File: config.mk
export PLATFORM = sky130hd
export DESIGN_NAME = div_issue_ctrl
export DESIGN_NICKNAME = d
export VERILOG_FILES = /design/src/rtl/div_issue_ctrl_pkg.sv /design/src/rtl/div_hazard_check.sv /design/src/rtl/div_issue_ctrl.sv
export SDC_FILE = /design/constraint.sdc
export NUM_CORES = 1
export LEC_CHECK = 0
export CORE_MARGIN = 2
export CORE_UTILIZATION = 30
export DETAILED_ROUTE_END_ITERATION = 6
export DONT_BUFFER_PORTS = 1
export SETUP_SLACK_MARGIN = 0.2
export SLEW_MARGIN = 20
export SYNTH_ARGS = -nofsm -noshare
export SYNTH_HDL_FRONTEND = slang
export SYNTH_HIERARCHICAL = 1
export SYNTH_SLANG_ARGS = --single-unit
File: constraint.sdc
create_clock -name CLK -period 4.5 [get_ports CLK]
set_input_delay 0.9 -clock CLK [delete_from_list [all_inputs] [get_ports CLK]]
set_output_delay 0.9 -clock CLK [all_outputs]
set_load 0.05 [all_outputs]
File: src/rtl/div_issue_ctrl_pkg.sv
// Shared types and constants for the divide issue/writeback controller.
package div_issue_ctrl_pkg;

    localparam int NUM_REGS = 16;
    localparam int REG_W    = 4;
    localparam int DIV_LAT  = 2;

    // One in-flight divide: valid, will write back, destination register.
    typedef struct packed {
        logic             v;
        logic             wb;
        logic [REG_W-1:0] rd;
    } slot_t;

    // One-hot register mask for a register address.
    function automatic logic [NUM_REGS-1:0] reg_onehot(input logic [REG_W-1:0] r);
        logic [NUM_REGS-1:0] m;
        m    = '0;
        m[r] = 1'b1;
        return m;
    endfunction

    // Pending-write mask contributed by one slot.
    function automatic logic [NUM_REGS-1:0] slot_mask(input slot_t s);
        return (s.v && s.wb) ? reg_onehot(s.rd) : '0;
    endfunction

endpackage

File: src/rtl/div_hazard_check.sv
// Read-after-write hazard detection against divides still in the datapath.
module div_hazard_check
    import div_issue_ctrl_pkg::*;
(
    input  slot_t            slot0,
    input  slot_t            slot1,
    input  logic             use_rn,
    input  logic [REG_W-1:0] rn,
    input  logic [REG_W-1:0] rm,
    input  logic [REG_W-1:0] rs,
    output logic             hazard
);

    logic [NUM_REGS-1:0] pending;

    // Stall if any source read by the offered op is still awaiting its divide result.
    always_comb begin
        // NOTE: every output of a combinational block gets a value on every path,
        // otherwise synthesis infers a latch to hold the old value.
        pending = slot_mask(slot0) | slot_mask(slot1);
        hazard  = pending[rm] | pending[rs] | (use_rn & pending[rn]);
    end

endmodule

File: src/rtl/div_issue_ctrl.sv
// Issue and writeback controller for the fixed-latency divide datapath.
module div_issue_ctrl
    import div_issue_ctrl_pkg::*;
#(
    parameter int LAT   = 2,
    parameter int CNT_W = 16
) (
    input  logic             CLK,
    input  logic             RST,
    input  logic             REQ_VALID,
    output logic             REQ_READY,
    input  logic             REQ_A,
    input  logic             REQ_S,
    input  logic             REQ_WB,
    input  logic [REG_W-1:0] REQ_RN,
    input  logic [REG_W-1:0] REQ_RM,
    input  logic [REG_W-1:0] REQ_RS,
    input  logic [REG_W-1:0] REQ_RD,
    input  logic [31:0]      REQ_DIVISOR,
    input  logic             FLUSH,
    output logic             ISS_A,
    output logic             ISS_S,
    output logic             ISS_WB,
    output logic [REG_W-1:0] ISS_RD,
    input  logic             DIV_WB_IN,
    input  logic [REG_W-1:0] DIV_ADDR_IN,
    output logic             WB_EN,
    output logic [REG_W-1:0] WB_ADDR,
    output logic [NUM_REGS-1:0] BUSY_MASK,
    output logic             DZ_FAULT,
    output logic             ADDR_ERR,
    output logic [CNT_W-1:0] ISSUE_CNT
);

    slot_t slot0;
    slot_t slot1;
    logic  hazard;
    logic  fire;
    logic  div_zero;
    logic  ret_hit;
    logic  ret_mismatch;
    logic  ret_orphan;
    logic  flush_d1;
    logic  flush_d2;

    // The slot register only models a fixed DIV_LAT-cycle datapath.
    lat_fixed: assert property (@(posedge CLK) LAT == DIV_LAT);

    div_hazard_check u_hazard (
        .slot0  (slot0),
        .slot1  (slot1),
        .use_rn (REQ_A),
        .rn     (REQ_RN),
        .rm     (REQ_RM),
        .rs     (REQ_RS),
        .hazard (hazard)
    );

    // Handshake and issue controls, valid only in the firing cycle.
    always_comb begin
        REQ_READY = ~RST & ~FLUSH & ~hazard;
        fire      = REQ_VALID & REQ_READY;
        div_zero  = (REQ_DIVISOR == 32'd0);
        ISS_A     = fire & REQ_A;
        ISS_S     = fire & REQ_S;
        ISS_WB    = fire & REQ_WB & ~div_zero;
        ISS_RD    = fire ? REQ_RD : '0;
    end

    // Track each issued op until its result returns; flush or reset empties the pipe.
    always_ff @(posedge CLK) begin
        // NOTE: state registers use non-blocking assignment so slot1 samples the
        // old slot0 value rather than the one written in this same edge.
        if (RST) begin
            slot0 <= '0;
            slot1 <= '0;
        end else begin
            slot0   <= '{v: fire, wb: ISS_WB, rd: ISS_RD};
            slot1   <= slot0;
            slot1.v <= slot0.v & ~FLUSH;
        end
    end

    // Writeback gating and consistency checks on the returning result.
    always_comb begin
        ret_hit      = slot1.v & slot1.wb & DIV_WB_IN;
        ret_mismatch = ret_hit & (DIV_ADDR_IN != slot1.rd);
        ret_orphan   = DIV_WB_IN & ~slot1.v & ~flush_d1 & ~flush_d2;
        WB_EN        = ret_hit & ~RST;
        WB_ADDR      = WB_EN ? slot1.rd : '0;
        BUSY_MASK    = slot_mask(slot0) | slot_mask(slot1);
    end

    // Flush history, fault pulse, sticky address error and saturating issue count.
    always_ff @(posedge CLK) begin
        if (RST) begin
            flush_d1  <= 1'b0;
            flush_d2  <= 1'b0;
            DZ_FAULT  <= 1'b0;
            ADDR_ERR  <= 1'b0;
            ISSUE_CNT <= '0;
        end else begin
            flush_d1 <= FLUSH;
            flush_d2 <= flush_d1;
            DZ_FAULT <= fire & div_zero;
            ADDR_ERR <= ADDR_ERR | ret_mismatch | ret_orphan;
            if (fire && (ISSUE_CNT != '1)) begin
                ISSUE_CNT <= ISSUE_CNT + CNT_W'(1);
            end
        end
    end

endmodule

# Word-level counts from Yosys, hierarchy flattened
# Index checks and enable logic that the tools add are counted.
[word_totals]
register_bits = 32
inputBits = 60
output_inout_bits = 47
wordCells = 70
[op_classes]
n_addsub = 1
magnitude_cmp = 7
n_eq_ne = 2
mux = 14
n_bitwise = 29
reduce_logical = 6
[ops]
columns = ["cell", "n"]
rows = [
  ["$logic_not 32->1", 1],
  ["$mux 16", 2],
  ["$lt 4x5->1 const B", 5],
  ["$and 1x1->1", 17],
  ["$add 16x1->16 const B", 1],
  ["$ne 16x16->1 const B", 1],
  ["$or 16x16->16", 1],
  ["$bmux 1 s4", 3],
  ["$demux 1 s4", 2],
  ["$ge 4x1->1 const B", 2],
  ["$mux 4", 2],
  ["$not 1->1", 7],
  ["$logic_and 1x1->1", 5],
  ["$mux 1", 5],
  ["$ne 4x4->1", 1],
  ["$or 1x1->1", 4],
]

# Logic depth before layout (Yosys ltp)
[depth]
word_depth = 15
ltp_mapped = 13
depth_no_buf = 11

# Cells and area by module
# Netlist, hierarchy kept.
[modules_own_cells]
columns = ["mod", "n_inst", "cells_each", "area_each_um2", "seq_area_each_um2"]
rows = [
  ["div_issue_ctrl", 1, 197, 1711.6, 640.6],
  ["div_hazard_check", 1, 102, 777.0, 0.0],
]

# Worst setup path before layout
# OpenSTA, ideal clock, no wires.
[synth_path]
kind = "input-to-output"
startpoint = "input port REQ_RN[1]"
endpoint = "output port ISS_A"
arrival_time_ps = 3654
t_required_ps = 3600
path_slack_ps = -54
stages = 10
path_buffers = 3
path_cell_list = "clkbuf_1 > mux2i_1 > mux4_2 > o2111ai_1 > or4_1 > or4b_4 > buf_6 > clkinv_8 > clkbuf_1 > and2_1"
[synth_between]
elab_chain_cells = 8
[synth_rtl]
columns = ["element", "line", "rtl"]
rows = [
  ["start, declared", "div_issue_ctrl.sv:15", "input logic [REG_W-1:0] REQ_RN,"],
  ["$bmux 1 s4", "div_hazard_check.sv:21", "hazard = pending[rm] | pending[rs] | (use_rn & pending[rn]);"],
  ["$mux 1 (implied by the code)", "div_hazard_check.sv:21", ""],
  ["$and 1x1->1", "div_hazard_check.sv:21", ""],
  ["$or 1x1->1", "div_hazard_check.sv:21", ""],
  ["via hazard", "div_issue_ctrl.sv:37", "logic hazard;"],
  ["$not 1->1", "div_issue_ctrl.sv:61", "REQ_READY = ~RST & ~FLUSH & ~hazard;"],
  ["$and 1x1->1", "div_issue_ctrl.sv:61", ""],
  ["$and 1x1->1", "div_issue_ctrl.sv:62", "fire = REQ_VALID & REQ_READY;"],
  ["$and 1x1->1", "div_issue_ctrl.sv:64", "ISS_A = fire & REQ_A;"],
  ["end, declared", "div_issue_ctrl.sv:21", "output logic ISS_A,"],
]
# The timed path passes the listed nets, and every way through them passes these cells. The select of a mux whose other input is x is not followed.

# Final worst setup path
[layout_path]
startpoint = "register, netlist name slot0[2]"
endpoint = "output port ISS_WB"
[layout_between]
elab_chain_cells = 15
elab_cells_between_ends = 21
cone_classes = "order compare (2); mux (9); bitwise (9); reduce/logical (1)"
[layout_rtl]
columns = ["element", "line", "rtl"]
rows = [
  ["$lt 4x5->1 (implied by the code) / $ge 4x1->1 (equally long branches)", "div_issue_ctrl_pkg.sv:19", "m[r] = 1'b1;"],
  ["$logic_and 1x1->1 (implied by the code)", "div_issue_ctrl_pkg.sv:19", ""],
  ["$mux 1 (implied by the code)", "div_issue_ctrl_pkg.sv:19", ""],
  ["$demux 1 s4 *", "--", ""],
  ["$mux 16 *", "div_issue_ctrl_pkg.sv:25", "return (s.v && s.wb) ? reg_onehot(s.rd) : '0;"],
  ["$or 16x16->16 *", "div_hazard_check.sv:20", "pending = slot_mask(slot0) | slot_mask(slot1);"],
  ["$bmux 1 s4", "div_hazard_check.sv:21", ""],
  ["$mux 1 (implied by the code)", "div_hazard_check.sv:21", ""],
  ["$or 1x1->1 / $and 1x1->1 (equally long branches)", "div_hazard_check.sv:21", ""],
  ["$or 1x1->1 *", "div_hazard_check.sv:21", ""],
  ["via hazard", "div_issue_ctrl.sv:37", ""],
  ["$not 1->1 *", "div_issue_ctrl.sv:61", ""],
  ["$and 1x1->1 *", "div_issue_ctrl.sv:61", ""],
  ["$and 1x1->1 *", "div_issue_ctrl.sv:62", ""],
  ["$and 1x1->1 * (2 in series)", "div_issue_ctrl.sv:66", "ISS_WB = fire & REQ_WB & ~div_zero;"],
  ["end, declared", "div_issue_ctrl.sv:23", "output logic ISS_WB,"],
]
# The timed path passes the listed nets; every way through them passes the cells marked *. The select of a mux whose other input is x is not followed.

==> impl_metrics.csv <==
group,metric,value,unit
global_routing,grt_max_degree,29,
detailed_routing,vias,2533,
global_routing,use_met1,21.8,%
global_routing,overflow,0,
sta,fin_skew,0.00290,ns
sta,finalSetupTns,0,ns
critical_path,critPathCaptureType,"output port",
sta,period_share,93.3,%
pwr,power.density,234,mW/mm^2
finish,drive_gt1_share,18.0,%
pwr,power,0.657,mW
clock_tree,clkTransAtPathRegs,0.07,ns
yosys,ys_warn_count,6,
critical_path,cp.arrival,3.30,ns
hold_path,min_path_cells,1,
finish,seqCellArea,651,sq um
yosys,synth_area_leaders,"dfxtp_1 26%, o22ai_1 7.3%, and2_1 3.8%",
sta,report.final.setup_viol,0,
finish,stdcell_count,410,
finish,diodes,0,
sta,maxSlewViolCount,0,
yosys,synth_nets,360,
die,core_area,0.00813,sq mm
placed_design,port_buffers,0,
yosys,yosysMostFrequentCell,"dfxtp_1",
clock_tree,cts_hold_buf,0,
detailed_routing,wl_per_cell,18.6,um
placed_design,place_congestion,0.892,
critical_path,reg2reg_to,"ISSUE_CNT[13]",
yosys,yosysSeqAreaShare,25.7,%
sta,slew_headroom,24.6,%
finish,multiInputGateArea,0.00181,sq mm
hold_path,hold_end,"flush_d2",
finish,nFillCells,847,
detailed_routing,first_pass_iters,4,
clock_tree,cts_tree,"yes",
pwr,peakVddDrop,0.207,mV
sta,worstMarginPinSlew,1.15,ns
sta,rsz0062_at_grt,"false",
sta,fmax,238,MHz
run,maxCapViolations,0,
sta,fin_crit,4.20,ns
clock_tree,clock_latency,0.28,ns
detailed_routing,drt_wl_total,7610,um
clock_tree,cts.path.max_buffers,2,
finish,finalNetCount,365,
global_routing,grt.busiest_layer,"met2",
critical_path,start_kind,"flop",
yosys,ys.flop_type,"dfxtp_1",
die,initial_core_util,30.6,%
global_routing,grt_pass1_vias,2328,
critical_path,rr_worst_depth,11,
yosys,synth_cell_types,53,
run_status,run_status,"finished, final reports clean",
critical_path,cp_data_required_time,3.60,ns
detailed_routing,drt_iter0_drc,97,
yosys,ys_top_cells_by_count,"32 x dfxtp_1, 29 x o22ai_1, 19 x nand2_1, 15 x and2_1, 13 x nor2b_1",
yosys,ys_ff_latch,32,
hold_path,worstHoldStart,"flush_d1",
detailed_routing,drc_errors,0,
clock_tree,cts_inserted_buffers,5,
pwr,cellLeakagePower,0.880,nW
die,dieArea,0.00904,sq mm
clock_tree,clkSinkCount,32,
critical_path,path_class,"flop to output port",
global_routing,met3_usage,4.27,%
clock_tree,clockRootBuffer,"clkbuf_8",
sta,hold_ws,0.467,ns
hold_path,min-delay-path-class,"flop to flop",
yosys,avgSynthCellArea,8.32,sq um
global_routing,grtUsageMet2,27.0,%
placed_design,dp.cells,399,
die,rows,33,
sta,hold_viol,0,
yosys,synth_edf_count,0,
yosys,synth_area,0.00249,sq mm
placed_design,hpwl,5880,um
critical_path,path_max_fanout,19,
die,die_x,95.1,um
yosys,synthArstFlopShare,0,%
yosys,synth_area_leader_cell,"dfxtp_1",
yosys,synthCells,299,
detailed_routing,vias_per_cell,6.18,
global_routing,grt_pass1_wl,11800,um
clock_tree,h-tree-depth,2,
finish,syn2layout_area_growth,12.9,%
die,die_h,95.1,um
global_routing,grt.total_usage,16.6,%
detailed_routing,antenna_left,0,
yosys,synth_top_area_share,25.7,%
critical_path,rrSetupSlack,0.89,ns
die,ios,107,
critical_path,r2r-start,"slot0[2]",
global_routing,antenna_found_initial,0,
-- per-layer routing --
metal  up-vias  wire [um]
met1      1232       3320
met2        91       3640
met5         -          0
met4         0         66
met3         7        580
li1       1203          -
-- metrics by stage --
step | setup WS [ns] | utilization (%) | area (sq um)
2_1_floorplan | 0.161 | - | 2500
5_1_grt | 0.200 | 34.5 | 2810
4_1_cts | 0.237 | 34.1 | 2770
3_3_place_gp | 0.350 | 32.1 | 2620
6_report | 0.300 | 34.5 | 2810
3_5_place_dp | 0.314 | 32.1 | 2620
-- cells in the final DEF, fill, tap and decap left out, types with 5 or more instances in the layout --
cell,n
a21oi_1,12
and2_1,9
and2_4,6
buf_4,8
clkbuf_8,7
dfxtp_1,24
dfxtp_2,8
inv_1,5
mux2i_1,9
nand2_1,18
nand2b_1,6
nand3_1,11
nand4_1,11
nand4b_1,6
nor2_1,9
nor2b_1,13
nor3_1,8
nor4_1,12
o21ai_0,8
o221ai_1,5
o22ai_1,28
o31ai_1,5
or3_1,6
or4_1,6
xnor2_1,5
-- worst max-delay path, stage by stage, from the launching register on --
cell and delay (ns):
dfxtp_2 0.41, nand4b_1 0.27, o22ai_1 0.19, o2111ai_1 0.23, o2111a_1 0.23, o2111ai_1 0.11, or4_4 0.59, or4b_4 0.59
clkinv_8 0.13, o211a_4 0.27
-- how the worst max path moves through the flow --
stage,start,to,slack [ns],cells after the start
2_1_floorplan,REQ_RM[1],ISS_A,0.16,12
3_3_place_gp,REQ_RM[3],ISS_RD[2],0.35,9
3_5_place_dp,REQ_RM[3],ISS_RD[2],0.31,9
4_1_cts,slot0[1],ISS_WB,0.24,10
5_1_grt,slot0[2],ISS_WB,0.20,9
6_report,slot0[2],ISS_WB,0.30,9
-- cell type report --
type	instances	area share (%)
Clock inverter	1	1.07
Multi-Input combinational cell	251	64.3
Timing Repair Buffer	8	2.14
Tap cell	105	4.68
Clock buffer	7	3.43
Inverter	6	1.25
Sequential cell	32	23.2
-- flip-flops by register name (all words and copies together), names as in the netlist --
| name | count |
|---|---|
| ADDR_ERR | 1 |
| DZ_FAULT | 1 |
| ISSUE_CNT | 16 |
| flush_d1 | 1 |
| flush_d2 | 1 |
| slot0 | 6 |
| slot1 | 6 |
-- what timing repair did --
item	in CTS	in global routing
buffers inserted	2	1
pin swaps	1	2
gates cloned	0	0
endpoints found under the setup margin	7	7
gates resized for setup	11	9
-- logic make-up after synthesis --
| family | Yosys count | synth area share, % |
|---|---|---|
| XOR/XNOR | 9 | 3.17 |
| buffers and inverters | 16 | 3.92 |
| flip-flops | 32 | 25.7 |
| multiplexers | 16 | 8.14 |
| AND/OR/NAND/NOR | 149 | 37.6 |
| adder cells (fa/ha/maj) | 1 | 0.503 |
| AO/OA/AOI/OAI | 76 | 21.0 |
-- power by group --
group          switching (mW)  total [mW]  internal, mW
clock network           0.106       0.302         0.195
registers              0.0122       0.300         0.288
logic                  0.0289      0.0554        0.0265
total                   0.147       0.657         0.510
Power figures use the tool's default switching activity.
